$ cat src/rtl/fifo_write_ctrl_pkg.sv
// Shared pointer helpers for the async FIFO controllers: Gray conversion and the
// full-compare, written at a fixed maximum width so any pointer size can use them.
package fifo_write_ctrl_pkg;

  localparam int PTR_MAX_W = 32;
  typedef logic [PTR_MAX_W-1:0] ptr_max_t;

  function automatic ptr_max_t bin2gray(input ptr_max_t b);
    return b ^ (b >> 1);
  endfunction

  function automatic ptr_max_t gray2bin(input ptr_max_t g);
    ptr_max_t b;
    b[PTR_MAX_W-1] = g[PTR_MAX_W-1];
    for (int i = PTR_MAX_W - 2; i >= 0; i--) begin
      b[i] = b[i+1] ^ g[i];
    end
    return b;
  endfunction

  // Full: next write Gray pointer equals the read pointer with its top two bits inverted.
  // The read side reuses this shape with no inversion for its empty compare.
  function automatic logic gray_full(input ptr_max_t gray_next, input ptr_max_t rq,
                                     input int ptr_w);
    return gray_next == (rq ^ (ptr_max_t'(3) << (ptr_w - 2)));
  endfunction

endpackage

$ cat src/rtl/fifo_write_ctrl_sync_ff.sv
// Multi-flop synchroniser for a Gray-coded bus crossing into clk; shared by both
// FIFO domains. No logic ahead of the first flop.
module sync_ff #(
  parameter int WIDTH       = 1,
  parameter int SYNC_STAGES = 2
) (
  input  logic             clk,
  input  logic             rst_n,
  input  logic [WIDTH-1:0] d,
  output logic [WIDTH-1:0] q
);

  logic [WIDTH-1:0] stage [SYNC_STAGES];

  always_ff @(posedge clk or negedge rst_n) begin
    if (!rst_n) begin
      for (int i = 0; i < SYNC_STAGES; i++) stage[i] <= '0;
    end else begin
      stage[0] <= d;
      for (int i = 1; i < SYNC_STAGES; i++) stage[i] <= stage[i-1];
    end
  end

  assign q = stage[SYNC_STAGES-1];

endmodule

$ cat src/rtl/fifo_write_ctrl.sv
// Write-domain controller of the async FIFO: write pointer (binary/Gray), read-pointer
// synchroniser and registered full flag. Define FIFO_WR_LEVEL_EN to build write_level_out.
module fifo_write_ctrl
  import fifo_write_ctrl_pkg::*;
#(
  parameter int ADDR_WIDTH  = 4,
  parameter int SYNC_STAGES = 2,
  localparam int PTR_WIDTH  = ADDR_WIDTH + 1
) (
  input  logic                 w_clk,
  input  logic                 w_rst_n,
  input  logic                 write_in,
  input  logic [PTR_WIDTH-1:0] read_ptr_gray_in,
  output logic                 write_en_out,
  output logic [PTR_WIDTH-1:0] write_ptr_out,
  output logic [PTR_WIDTH-1:0] write_ptr_gray_out,
  output logic                 full_out,
  output logic [PTR_WIDTH-1:0] write_level_out
);

  logic [PTR_WIDTH-1:0] bin_q;
  logic [PTR_WIDTH-1:0] gray_q;
  logic                 full_q;
  logic [PTR_WIDTH-1:0] bin_next;
  logic [PTR_WIDTH-1:0] gray_next;
  logic [PTR_WIDTH-1:0] rq_sync;
  logic                 accept;
  logic                 full_next;

  sync_ff #(
    .WIDTH       (PTR_WIDTH),
    .SYNC_STAGES (SYNC_STAGES)
  ) u_rq_sync (
    .clk   (w_clk),
    .rst_n (w_rst_n),
    .d     (read_ptr_gray_in),
    .q     (rq_sync)
  );

  assign accept    = write_in & ~full_q;
  assign bin_next  = bin_q + PTR_WIDTH'(accept);
  assign gray_next = PTR_WIDTH'(bin2gray(ptr_max_t'(bin_next)));
  // Only the synchronised read pointer is used, so full can only be late to clear.
  assign full_next = gray_full(ptr_max_t'(gray_next), ptr_max_t'(rq_sync), PTR_WIDTH);

  always_ff @(posedge w_clk or negedge w_rst_n) begin
    if (!w_rst_n) begin
      bin_q  <= '0;
      gray_q <= '0;
      full_q <= 1'b0;
    end else begin
      bin_q  <= bin_next;
      gray_q <= gray_next;
      full_q <= full_next;
    end
  end

`ifdef FIFO_WR_LEVEL_EN
  logic [PTR_WIDTH-1:0] rbin_sync;
  logic [PTR_WIDTH-1:0] level_next;
  logic [PTR_WIDTH-1:0] level_q;

  // Stale read pointer makes this an upper bound on occupancy, never an underestimate.
  assign rbin_sync  = PTR_WIDTH'(gray2bin(ptr_max_t'(rq_sync)));
  assign level_next = bin_next - rbin_sync;

  always_ff @(posedge w_clk or negedge w_rst_n) begin
    if (!w_rst_n) level_q <= '0;
    else          level_q <= level_next;
  end

  assign write_level_out = level_q;
`else
  assign write_level_out = '0;
`endif

  assign write_en_out       = accept;
  assign write_ptr_out      = bin_q;
  assign write_ptr_gray_out = gray_q;
  assign full_out           = full_q;

endmodule
$ cat config.mk
export PLATFORM = sky130hd
export DESIGN_NAME = fifo_write_ctrl
export DESIGN_NICKNAME = d
export VERILOG_FILES = /design/src/rtl/fifo_write_ctrl_pkg.sv /design/src/rtl/fifo_write_ctrl_sync_ff.sv /design/src/rtl/fifo_write_ctrl.sv
export SDC_FILE = /design/constraint.sdc
export NUM_CORES = 1
export LEC_CHECK = 0
export CORE_MARGIN = 5
export CORE_UTILIZATION = 40
export CTS_CLUSTER_DIAMETER = 120
export CTS_CLUSTER_SIZE = 20
export DETAILED_ROUTE_END_ITERATION = 8
export PLACE_DENSITY = 0.71
export SLEW_MARGIN = 5
export SYNTH_ARGS = -nofsm -noshare
export SYNTH_HDL_FRONTEND = slang
export SYNTH_SLANG_ARGS = --single-unit
$ cat constraint.sdc
create_clock -name w_clk -period 2.2 [get_ports w_clk]
set_input_delay 0.33 -clock w_clk [delete_from_list [all_inputs] [get_ports w_clk]]
set_output_delay 0.33 -clock w_clk [all_outputs]
set_load 0.02 [all_outputs]
# Yosys cells after proc, flatten, opt, wreduce, memory -nomap -nowiden
# Cells that the tools add are included.
# op_classes
add_sub_neg	1
shifts	0
reduce_logical	0
n_mux	0
multipliers	0
div_mod_pow	0
n_lt_le_gt_ge	0
bitwise_logic	4
n_eq_ne	1
# op_table
operator	count
$add 5x1->5	1
$eq 5x5->1	1
$xor 5x4->5	1
$not 2->2	1
$and 1x1->1	1
$not 1->1	1
# totals
input_bits	8
mem_bits_ro	0
ram_bits	0
elab_cells	11
latch_bits	0
reg_bits	21
mem_count	0

# Depth between registers and ports, before layout
# logic_depth
word_depth	5
depth_mapped	7
ltp_nobuf	7

# Modules after synthesis
# A second synthesis with hierarchy kept.
# hier_totals
hier_cells	59
hier_area_um2	818.3
# modules_own_cells
module	cells_each	area_per_inst_um2	seq_area_each_um2	instances
fifo_write_ctrl	44	530.5	250.2	1
sync_ff	15	287.8	250.2	1

# Worst setup path after synthesis
# OpenSTA, ideal clock, no wires.
# synth_path
kind	reg-to-reg
from	register full_q, in the netlist full_out
to	register full_q, in the netlist full_out
period_less_slack_ps	2233
path_buffers	0
t_arrival_ps	2132
t_required_ps	2099
slack_ps	-33
stages_incl_launch_ff	8
setup_time_ps	101
cell_sequence	dfrtp_1 -> nor2b_1 -> ha_1 -> ha_1 -> xor2_1 -> xnor2_1 -> mux2i_1 -> nor4_1
# synth_via
elab_chain_len	5
# synth_rtl
item	line	rtl
start, declared	fifo_write_ctrl.sv:23	logic full_q;
start signal, assigned	fifo_write_ctrl.sv:54	full_q <= full_next;
$not 1->1	fifo_write_ctrl.sv:40	assign accept = write_in & ~full_q;
$and 1x1->1	fifo_write_ctrl.sv:40	
named net write_en_out	fifo_write_ctrl.sv:14	output logic write_en_out,
$add 5x1->5	fifo_write_ctrl.sv:41	assign bin_next = bin_q + PTR_WIDTH'(accept);
named net bin_next[2]	fifo_write_ctrl.sv:24	logic [PTR_WIDTH-1:0] bin_next;
$xor 5x4->5	fifo_write_ctrl_pkg.sv:9	return b ^ (b >> 1);
$eq 5x5->1	fifo_write_ctrl_pkg.sv:25	return gray_next == (rq ^ (ptr_max_t'(3) << (ptr_w - 2)));
named net full_next	fifo_write_ctrl.sv:28	logic full_next;
# The timed path passes the listed nets, and every way through them passes these cells.

# Worst setup path after layout
# layout_path
from	input port write_in
to	register full_q, in the netlist full_out
# layout_via
elab_chain_len	4
# layout_rtl
item	line	rtl
start, declared	fifo_write_ctrl.sv:12	input logic write_in,
$and 1x1->1	fifo_write_ctrl.sv:40	
$add 5x1->5	fifo_write_ctrl.sv:41	
named net bin_next[2]	fifo_write_ctrl.sv:24	
$xor 5x4->5	fifo_write_ctrl_pkg.sv:9	
$eq 5x5->1	fifo_write_ctrl_pkg.sv:25	
named net full_next	fifo_write_ctrl.sv:28	
# The timed path passes the listed nets, and every way through them passes these cells.

==> impl_results.md <==
* Starting Density at 41.1%
* Die Area at 2940 um2
* Slack of the critical path at 0.259 ns
* Outcome: finished clean
* Yosys reg bits at 20
* Initial antenna violation count at 0
* Mapped Avg Cell Area at 14.5 um2
* Syn Inst Count at 54
* Routed via count at 442
* CTS Sinks at 20
* CTS Buf Count at 3
* P_leak at 0.458 nW
* Skew final at 0.00129 ns
* Critical Path RT at 2.39 ns
* Hold_buf cts at 0
* Yosys top cell area share at 64.1%
* Synthesized cell area at 781 um2
* Post-CTS resize count at 0
* PwrDens at 1520 nW/um2
* Final Setup Violations at 0
* Vias/cell at 4.21
* Overall die height at 54.2 um
* Global route overflow at 0
* Crit path launch type: input pin
* Largest area contributor in the netlist: dfrtp_1
* Finished Cell Area at 1040 um2
* Post-DRT Antenna Nets at 0
* Clock root cell: clkbuf_4
* CTS tree: done
* Row cnt at 16
* Top post-synthesis cells by area: dfrtp_1, xnor2_1, xor2_1, buf_4, ha_1
* Worst-path fanout max at 5
* Max_cap viols at 0
* R2R Path Start: full_out
* Die Wd at 54.2 um
* All-Layer GR Usage at 8.70%
* Final min period at 1.94 ns
* Antenna Cells at 0
* VDD IR max at 0.511 mV
* Synth Warn # at 0
* Worst Setup End Kind: flip-flop
* Routed WL at 1120 um
* Pin count of the biggest net entering global routing at 21
* Final Cycle Share at 88.2%
* Number of post-CTS setup repair buffers at 0
* Pre-CTS WS at -0.0947 ns
* Routed length per instance at 10.6 um
* Area growth, synth to finish at 32.7%
* Share of post-route cells with drive strength above 1 at 14.1%
* Cell Area, Placed at 1000 um2
* Max Freq at 515 MHz
* H-tree depth reported by CTS at 1
* Fraction of the yosys area taken by sequential cells at 64.1%
* RePlAce Congestion at 0.770
* CTS clock-pin slew for the worst setup and hold paths at 0.10 ns
* Hpwl dp at 913 um
* Io pins at 25
* Vias in the first global route at 428
* Final Total Pwr at 0.00158 W
* Clock Latency Late Sink at 0.28 ns
* Fin. Hold Viols at 0
* First-pass GRT wire length at 1810 um
* Setup_tns at 0 ns
* Final net count at 89
* Setup crit start: write_in
* Yosys cell types at 18
* DRC errors left at 0
* Critical path data arrival time at 2.14 ns
* DRT iter0 DRCs at 7
* Worst Hold Class: reg2reg
* Commonest non-fill, non-tap cell in the layout: dfrtp_1
* Hold path startpoint: u_rq_sync.stage[6]
* Number of port buffers at 19
* Commonest cells after routing, fill and taps aside: dfrtp_1, clkdlybuf4s50_1, xnor2_1
* Initial DRT Pass Iterations at 2
* Worst setup path class: in2reg
* RSZ-0062 raised after global routing: false
* CTS Buffer Depth at 2
* Fin. max-slew vios at 0
* Core area at 1900 um2
-- final timing paths --
kind / endpoint / slack (ns) / cells after the start
min: u_rq_sync.q[1] / 0.36 / 0
min reg2reg: u_rq_sync.q[1] / 0.36 / 0
max in group asynchronous: u_rq_sync.q[3] / 1.62 / 2
max: full_out / 0.26 / 8
min in group asynchronous: write_ptr_out[2] / 0.37 / 2
max reg2reg: full_out / 0.35 / 7
-- report_power, final --
group | total (W) | internal [W] | switching, W
logic | 0.000813 | 0.000419 | 0.000393
clock network | 0.000201 | 0.000101 | 0.000100
registers | 0.000564 | 0.000476 | 0.0000883
total | 0.00158 | 0.000996 | 0.000582
-- state kept, by name (all words and copies together), names as in the netlist --
signal	cells
full_out	1
u_rq_sync.q	5
u_rq_sync.stage	5
write_ptr_gray_out	4
write_ptr_out	5
-- cell usage after synthesis --
| cell type | number |
|---|---|
| and2_1 | 1 |
| nand4_1 | 1 |
| a21boi_2 | 1 |
| ha_1 | 2 |
| xnor2_2 | 1 |
| dfrtp_1 | 20 |
| buf_4 | 6 |
| xnor2_1 | 7 |
| and3_2 | 1 |
| conb_1 | 1 |
| o22ai_1 | 1 |
| xor2_1 | 6 |
| nor2_1 | 1 |
| nor2b_1 | 1 |
| a21boi_0 | 1 |
| mux2i_1 | 1 |
| nor4_1 | 1 |
| nand3_1 | 1 |
-- logic make-up after synthesis --
group,share of synthesized area [%]
buffers and inverters,5.77
multiplexers,1.28
AO/OA/AOI/OAI,3.21
AND/OR/NAND/NOR,5.29
adder cells (fa/ha/maj),3.20
flip-flops,64.1
XOR/XNOR,16.7
other,0.480
-- worst max-delay path, stage by stage --
cell,delay (ns)
clkdlybuf4s50_1,0.44
nor2b_2,0.15
ha_1,0.18
ha_1,0.26
xor2_1,0.24
xnor2_1,0.17
mux2i_1,0.10
nor4_1,0.26
-- per-layer routing --
metal,vias to the layer above,track usage (%),part of all wire (%)
li1,211,-,-
met1,216,9.95,42
met2,15,14.7,52
met3,0,2.77,6.4
met4,0,3.73,0
met5,-,0,0
-- area by class of cell --
class | count | area [um2]
Tap cell | 27 | 33.8
Sequential cell | 20 | 500
Clock buffer | 4 | 36.3
Timing Repair Buffer | 22 | 213
Fill cell | 172 | 866
Multi-Input combinational cell | 32 | 253
-- stage by stage --
step / hold WS (ns) / cells / util [%]
floorplan: 0.0344 / 58 / -
global placement: 0.332 / 101 / 52.6
detailed placement: 0.335 / 101 / 52.6
CTS: 0.361 / 105 / 54.5
global route: 0.374 / 105 / 54.5
finish: 0.358 / 105 / 54.5
Note: power is estimated with default switching activity, not from simulation.
